**src/rtl/imem_loader.sv**
```systemverilog
// Boot loader: packs a length-framed byte stream into 32-bit words and writes them to instruction RAM.
// Latency: imem_we pulses in the cycle after the 4th byte of a word is accepted.
// Backpressure: in_ready is low outside LEN_HI/LEN_LO/DATA; input stalls freeze all state, no timeout.
module imem_loader #(
  parameter int ADDR_W    = 10,
  parameter bit MSB_FIRST = 1'b1
) (
  input  logic              clk,
  input  logic              reset,
  input  logic              start,
  input  logic              in_valid,
  input  logic [7:0]        in_data,
  output logic              in_ready,
  output logic              imem_we,
  output logic [ADDR_W-1:0] imem_addr,
  output logic [31:0]       imem_wdata,
  output logic              cpu_reset_n,
  output logic              busy,
  output logic              done,
  output logic              err
);

  typedef enum logic [2:0] {
    S_IDLE, S_LEN_HI, S_LEN_LO, S_DATA, S_WRITE, S_DONE, S_ERR
  } state_t;

  // Largest legal word count is the RAM depth itself.
  localparam logic [16:0] DEPTH = 17'd1 << ADDR_W;

  state_t state, state_nxt;

  logic [15:0]       len_q;
  logic [1:0]        byte_idx;
  logic [ADDR_W-1:0] word_cnt;
  logic [31:0]       asm_q;
  logic [31:0]       asm_nxt;
  logic [15:0]       len_now;
  logic              accept;
  logic              start_load;
  logic              len_zero;
  logic              len_big;
  logic              last_word;

  assign accept     = in_valid & in_ready;
  assign start_load = start & ((state == S_IDLE) | (state == S_DONE) | (state == S_ERR));

  // Full length as it will be once the low byte in flight is stored.
  assign len_now  = {len_q[15:8], in_data};
  assign len_zero = (len_now == 16'd0);
  assign len_big  = ({1'b0, len_now} > DEPTH);

  // Word counter is compared in 17 bits so N = 2**ADDR_W never needs a wrapped counter.
  assign last_word = ({{(17-ADDR_W){1'b0}}, word_cnt} == ({1'b0, len_q} - 17'd1));

  // First byte of a word ends up in the top byte (MSB_FIRST) or the bottom byte.
  assign asm_nxt = MSB_FIRST ? {asm_q[23:0], in_data} : {in_data, asm_q[31:8]};

  // State register.
  always_ff @(posedge clk or negedge reset) begin
    if (!reset) state <= S_IDLE;
    else        state <= state_nxt;
  end

  // Next-state decision.
  always_comb begin
    state_nxt = state;
    case (state)
      S_IDLE:   if (start) state_nxt = S_LEN_HI;
      S_LEN_HI: if (accept) state_nxt = S_LEN_LO;
      S_LEN_LO: begin
        if (accept) begin
          if (len_zero)     state_nxt = S_DONE;
          else if (len_big) state_nxt = S_ERR;
          else              state_nxt = S_DATA;
        end
      end
      S_DATA:   if (accept && byte_idx == 2'd3) state_nxt = S_WRITE;
      S_WRITE:  state_nxt = last_word ? S_DONE : S_DATA;
      S_DONE:   if (start) state_nxt = S_LEN_HI;
      S_ERR:    if (start) state_nxt = S_LEN_HI;
      default:  state_nxt = S_IDLE;
    endcase
  end

  // Outputs are pure decodes of the registered state.
  always_comb begin
    in_ready    = 1'b0;
    imem_we     = 1'b0;
    cpu_reset_n = 1'b0;
    busy        = 1'b0;
    done        = 1'b0;
    err         = 1'b0;
    case (state)
      S_LEN_HI, S_LEN_LO, S_DATA: begin
        in_ready = 1'b1;
        busy     = 1'b1;
      end
      S_WRITE: begin
        imem_we = 1'b1;
        busy    = 1'b1;
      end
      S_DONE: begin
        cpu_reset_n = 1'b1;
        done        = 1'b1;
      end
      S_ERR:   err = 1'b1;
      default: ;
    endcase
  end

  // Datapath: length capture, word assembly, counters, and the held RAM address/data.
  always_ff @(posedge clk or negedge reset) begin
    if (!reset) begin
      len_q      <= '0;
      byte_idx   <= '0;
      word_cnt   <= '0;
      asm_q      <= '0;
      imem_addr  <= '0;
      imem_wdata <= '0;
    end else begin
      if (start_load) begin
        len_q    <= '0;
        byte_idx <= '0;
        word_cnt <= '0;
      end
      case (state)
        S_LEN_HI: if (accept) len_q[15:8] <= in_data;
        S_LEN_LO: begin
          if (accept) begin
            len_q[7:0] <= in_data;
            byte_idx   <= '0;
            word_cnt   <= '0;
          end
        end
        S_DATA: begin
          if (accept) begin
            asm_q    <= asm_nxt;
            byte_idx <= byte_idx + 2'd1;
            // Latch the finished word so it is presented during WRITE and held afterwards.
            if (byte_idx == 2'd3) begin
              imem_addr  <= word_cnt;
              imem_wdata <= asm_nxt;
            end
          end
        end
        S_WRITE: if (!last_word) word_cnt <= word_cnt + ADDR_W'(1);
        default: ;
      endcase
    end
  end

endmodule

```
**config.mk**
```make
export PLATFORM = sky130hd
export DESIGN_NAME = imem_loader
export DESIGN_NICKNAME = d
export VERILOG_FILES = /design/src/rtl/imem_loader.sv
export SDC_FILE = /design/constraint.sdc
export NUM_CORES = 1
export LEC_CHECK = 0
export ABC_AREA = 1
export CORE_ASPECT_RATIO = 2
export CORE_MARGIN = 3
export CORE_UTILIZATION = 61
export DETAILED_ROUTE_END_ITERATION = 6
export DONT_BUFFER_PORTS = 1
export GPL_ROUTABILITY_DRIVEN = 0
export PLACE_DENSITY = 0.85
export SETUP_SLACK_MARGIN = 0.5
export SLEW_MARGIN = 20
export SYNTH_ARGS = -nofsm -noshare
export SYNTH_HDL_FRONTEND = slang
export SYNTH_SLANG_ARGS = --single-unit
```
**constraint.sdc**
```tcl
create_clock -name clk -period 2.05 [get_ports clk]
set_input_delay 0.41 -clock clk [delete_from_list [all_inputs] [get_ports clk]]
set_output_delay 0.41 -clock clk [all_outputs]
set_load 0.01 [all_outputs]
```
==> results of run 1 <==
stage by stage:
stage / hold WS [ns] / util
global placement: 0.1176 / 0.6522
CTS: -0.2481 / 0.7552
detailed placement: 0.1166 / 0.6522
floorplan: 0.1144 / -
routing by layer:
metal	GRT overflow	global-route usage
met4	5	0.5500
met5	0	0.04444
met2	2	0.8005
met1	0	0.5656
met3	0	0.2258
cell families after synthesis:
kind of cell,synth area share
xor+xnor,0.01244
buf+inv,0.08223
flops,0.4924
fa+ha+maj,0.007615
compound gates,0.1043
simple gates,0.2805
mux,0.02056
repair_timing:
action,4_1_cts
gates resized for setup,63
endpoints found under the setup margin,55
cloned,7
setup buffers,20
hold endpoints to repair,97
pin swaps,20
==> impl_metrics.ini, run 1 <==
[outcome]
status = aborted with a tool error
haltStage = global routing
error = [ERROR GRT-0232] Routing congestion too high. Check the congestion heatmap in the GUI.

[global_route]
grt_max_degree = 98
grt_overflow_total = 7
grt_use_total = 0.5471

[synthesis]
synth.area.top_cells = dfrtp_1 (49%), nand2_1 (12%), o21ai_0 (6.5%), inv_1 (5.3%), nand3_1 (5.1%)
syn_area_um2 = 4930
synth_nets = 637
seq_area_frac_synth = 0.4924
synth_top_area_frac = 0.4924
synth.distinct_cells = 35
synth_seq_cells = 97
ys_async_sr_fraction = 1.000
yosysMostFrequentCell = nand2_1
ys.flop_type = dfrtp_1
postSynthCellCount = 622
synthTopCellsByCount = nand2_1 (161), dfrtp_1 (97), inv_1 (69)
synth_edf_count = 0
yosys_warnings = 0
syn_area_per_cell_um2 = 7.926
yosysTopAreaCell = dfrtp_1

[clocking]
clock_path_buffers = 2
numCtsBuffers = 9
cts_sinks = 97
htreeDepth = 3
cts-root-buf = clkbuf_16

[floorplanning]
start_util = 0.6391
chipWidth_um = 69.57
io_pins = 60
rows = 45
die_h_um = 133.1

[sta]
worstEndpointGrtRepair = word_cnt[1]$_DFF_PN0_/D
worst-ep-kind = register input

[place]
io_buffers = 0
dpl.cell_count = 701
dp_slack_ns = 0.04165
detailed_place_hpwl_mm = 8.678
post_dp_cell_area_um2 = 5031
==> run 2: changes to the inputs <==
--- a/config.mk
+++ b/config.mk
@@ -6,14 +6,12 @@
 export NUM_CORES = 1
 export LEC_CHECK = 0
 export ABC_AREA = 1
-export CORE_ASPECT_RATIO = 2
 export CORE_MARGIN = 3
-export CORE_UTILIZATION = 61
+export CORE_UTILIZATION = 40
 export DETAILED_ROUTE_END_ITERATION = 6
 export DONT_BUFFER_PORTS = 1
 export GPL_ROUTABILITY_DRIVEN = 0
-export PLACE_DENSITY = 0.85
-export SETUP_SLACK_MARGIN = 0.5
+export PLACE_DENSITY_LB_ADDON = 0.15
 export SLEW_MARGIN = 20
 export SYNTH_ARGS = -nofsm -noshare
 export SYNTH_HDL_FRONTEND = slang
==> run 2 against run 1 <==
Compared with the run above: the flow now finishes, with violations (negative hold slack); area after synthesis unchanged; synthesized cell count unchanged.
==> impl_metrics.ini, run 2 <==
[power_and_ir_drop]
p_comb_frac = 0.473
vdd_drop_max_uv = 812.1
finalPower_mw = 8.818
internal_power_mw = 4.850
sequentialPowerShare = 0.331
leakage_nw = 2.699
p_sw_mw = 3.968
switching_share = 0.4500
p_per_area_nw_per_um2 = 1610
clkPwrFrac = 0.196

[sta]
slew_headroom = 0.6198
grt_setup_unrepaired = true
whs_ns = -0.2454
final.period_utilization = 0.9534
skew_ns = 0.006587
setup_viol = 0
fmaxAchievable_mhz = 511.6
min_period_ns = 1.955
worst_pin_slew_ns = 0.5677
finalWorstSetupSlack_ns = 0.09549
final_max_slew_viol_count = 0
hold_viol = 97

[global_route]
antenna_found_initial = 0
grt_max_degree = 98
grt_pass1_wl_mm = 19.25
grt_use_total = 0.1810
grt_overflow_total = 0
grt_pass1_vias = 3763

[routing]
routedWlPerCell_um = 15.03
drt_drc_violations_left = 0
wl_mm = 11.59
drtPass1Iterations = 5
viasPerCell = 5.099
antenna_left = 0
drtIter0Drc = 257
vias = 3931

[critical_path]
ff2ff_setup_slack_ns = 0.16
end_kind = output pin
crit_start = state[1]
rr_worst_depth = 13
cp.arrival_ns = 1.54
reg2reg_to = word_cnt[3]
cpMaxStageDelayCell = dfrtp_2
cp_max_fo = 7
reg2reg_from = len_q[0]
required_ns = 1.64
crit_family = simple AND/OR/NAND/NOR gates
crit_chain = nor2_1 > inv_1 > nor2_4 > inv_2 > nand2_1
cp_slowest_stage_delay_ns = 0.44
crit_end = busy
crit_cells = 5
setup.worst_path.start_class = flip-flop
criticalPathCategory = flip-flop to output pin
path_buf_inv = 2

[synthesis]
synth_xor_area_frac = 0.01244
ys.flop_type = dfrtp_1
synth_nets = 637
yosysMostFrequentCell = nand2_1
synth_edf_count = 0
postSynthCellCount = 622
synth.distinct_cells = 35
synth_seq_cells = 97
syn_area_um2 = 4930
synth_fa_ha_area_frac = 0.007614
seq_area_frac_synth = 0.4924
syn_area_per_cell_um2 = 7.926
yosys_warnings = 0
muxShareOfSynthArea = 0.02056
synth.area.top_cells = dfrtp_1 (49%), nand2_1 (12%), o21ai_0 (6.5%), inv_1 (5.3%), nand3_1 (5.1%)
synth_top_family_by_area = simple AND/OR/NAND/NOR gates
ys_async_sr_fraction = 1.000
synth_top_area_frac = 0.4924
synth_compound_area_frac = 0.1043
synthTopCellsByCount = nand2_1 (161), dfrtp_1 (97), inv_1 (69)
yosysTopAreaCell = dfrtp_1
synth-simple-area-share = 0.2805

[final_layout]
ff_latch_area_um2 = 2436
antenna_cells = 0
final_area_um2 = 5477
layout_common_cells = nand2_1 (159), dfrtp_1 (90), inv_1 (67), o21ai_0 (64), nand3_1 (50)
layout-drive-gt1-share = 0.1656
reg.largest.list = imem_wdata (32), asm_q (24), len_q (16)
multi_input_area_um2 = 2153
fin_cells = 771
regMostFlops = imem_wdata
final_nets = 638
fillCellCount = 1205
final_common_cell = nand2_1
areaGrowthSynthToFinish_pct = 11.09
largest_register_ffs = 32

[outcome]
violations = negative hold slack
status = complete, but fails checks

[floorplanning]
start_util = 0.4209
die_h_um = 117.0
die_area_um2 = 13690
io_pins = 60
chipWidth_um = 117.0
rows = 39
core_um2 = 11710

[place]
detailed_place_hpwl_mm = 8.295
dp_slack_ns = 0.09505
post_dp_cell_area_um2 = 5082
dpl.cell_count = 751
io_buffers = 0

[clocking]
numCtsBuffers = 9
cts_sinks = 97
htreeDepth = 3
cts_tree = built
cts-root-buf = clkbuf_16
clk_pin_slew_ns = 0.07
clock_path_buffers = 2
clock_latency_ns = 0.35

[run]
max-cap-violations = 0

[min_path]
hold_class = primary input to asynchronous set/reset pin
[run 2: cell counts after synthesis]
No cell type changed its count.
[run 2: worst register-to-register path, stage by stage (launching register included)]
cell	delay (ns)
dfrtp_1	0.39
inv_2	0.09
ha_4	0.21
nand2_1	0.08
nand2_1	0.06
nor3_2	0.14
nand2_1	0.11
nor2_2	0.13
nand3_2	0.10
nor2_4	0.12
nand3_4	0.12
nand2_4	0.14
nand3_1	0.07
nand2_1	0.07
[run 2: through the flow]
step            TNS, ns    util
2_1_floorplan         0       -
3_3_place_gp          0  0.4340
3_5_place_dp          0  0.4340
4_1_cts               0  0.4598
5_1_grt        -0.08204  0.4676
6_report              0  0.4676
[run 2: area by class of cell]
cell class,instances,area share
Sequential cell,97,0.4448
Multi-Input combinational cell,421,0.3932
Timing Repair Buffer,11,0.01736
Clock inverter,7,0.01394
Inverter,83,0.05689
Tap cell,143,0.03267
Clock buffer,9,0.04112
[run 2: metal layers]
metal	vias up	wire length (um)	global-route usage	part of all wire
met2	103	5109	0.2723	0.44
met4	0	103	0.04205	0.0089
met5	-	0	0	0
met3	9	696	0.04267	0.060
met1	1843	5678	0.2657	0.49
li1	1976	-	-	-
[run 2: kinds of logic after synthesis]
logic type / after synthesis
AO/OA/AOI/OAI: 99
flip-flops: 97
buffers and inverters: 104
adder cells (fa/ha/maj): 3
XOR/XNOR: 7
AND/OR/NAND/NOR: 303
multiplexers: 9
[run 2: power groups by stage]
stage               combinational [mW]  clock (mW)  sequential (mW)
floorplan                         3.16           0             2.79
global placement                  3.84           0             2.93
detailed placement                3.88           0             2.94
CTS                               3.90        1.78             2.91
global route                      4.76        1.87             3.00
finish                            4.17        1.73             2.91
[run 2: worst min path at each step]
stage | depth (start not counted) | endpoint | slack, ns | start
CTS | 0 | imem_wdata[27] | -0.26 | reset
global placement | 0 | imem_wdata[27] | 0.12 | reset
floorplan | 0 | asm_q[0] | 0.11 | reset
finish | 0 | imem_wdata[27] | -0.25 | reset
global route | 0 | imem_wdata[27] | -0.27 | reset
detailed placement | 0 | imem_wdata[27] | 0.12 | reset
[run 2: what timing repair did]
item	in CTS	in global routing
endpoints found under the hold margin	97	97
gates resized for setup	2	19
cloned	0	0
pin swaps	1	5
setup endpoints to repair	1	13
setup buffers	0	4
Note: power is estimated with default switching activity, not from simulation.
==> run 3: changes to the inputs <==
--- a/config.mk
+++ b/config.mk
@@ -6,6 +6,7 @@
 export NUM_CORES = 1
 export LEC_CHECK = 0
 export ABC_AREA = 1
+export CAP_MARGIN = 20
 export CORE_MARGIN = 3
 export CORE_UTILIZATION = 40
 export DETAILED_ROUTE_END_ITERATION = 6
==> results of run 3 <==
The final DEF is identical to that of run 2; final timing and power are the same.
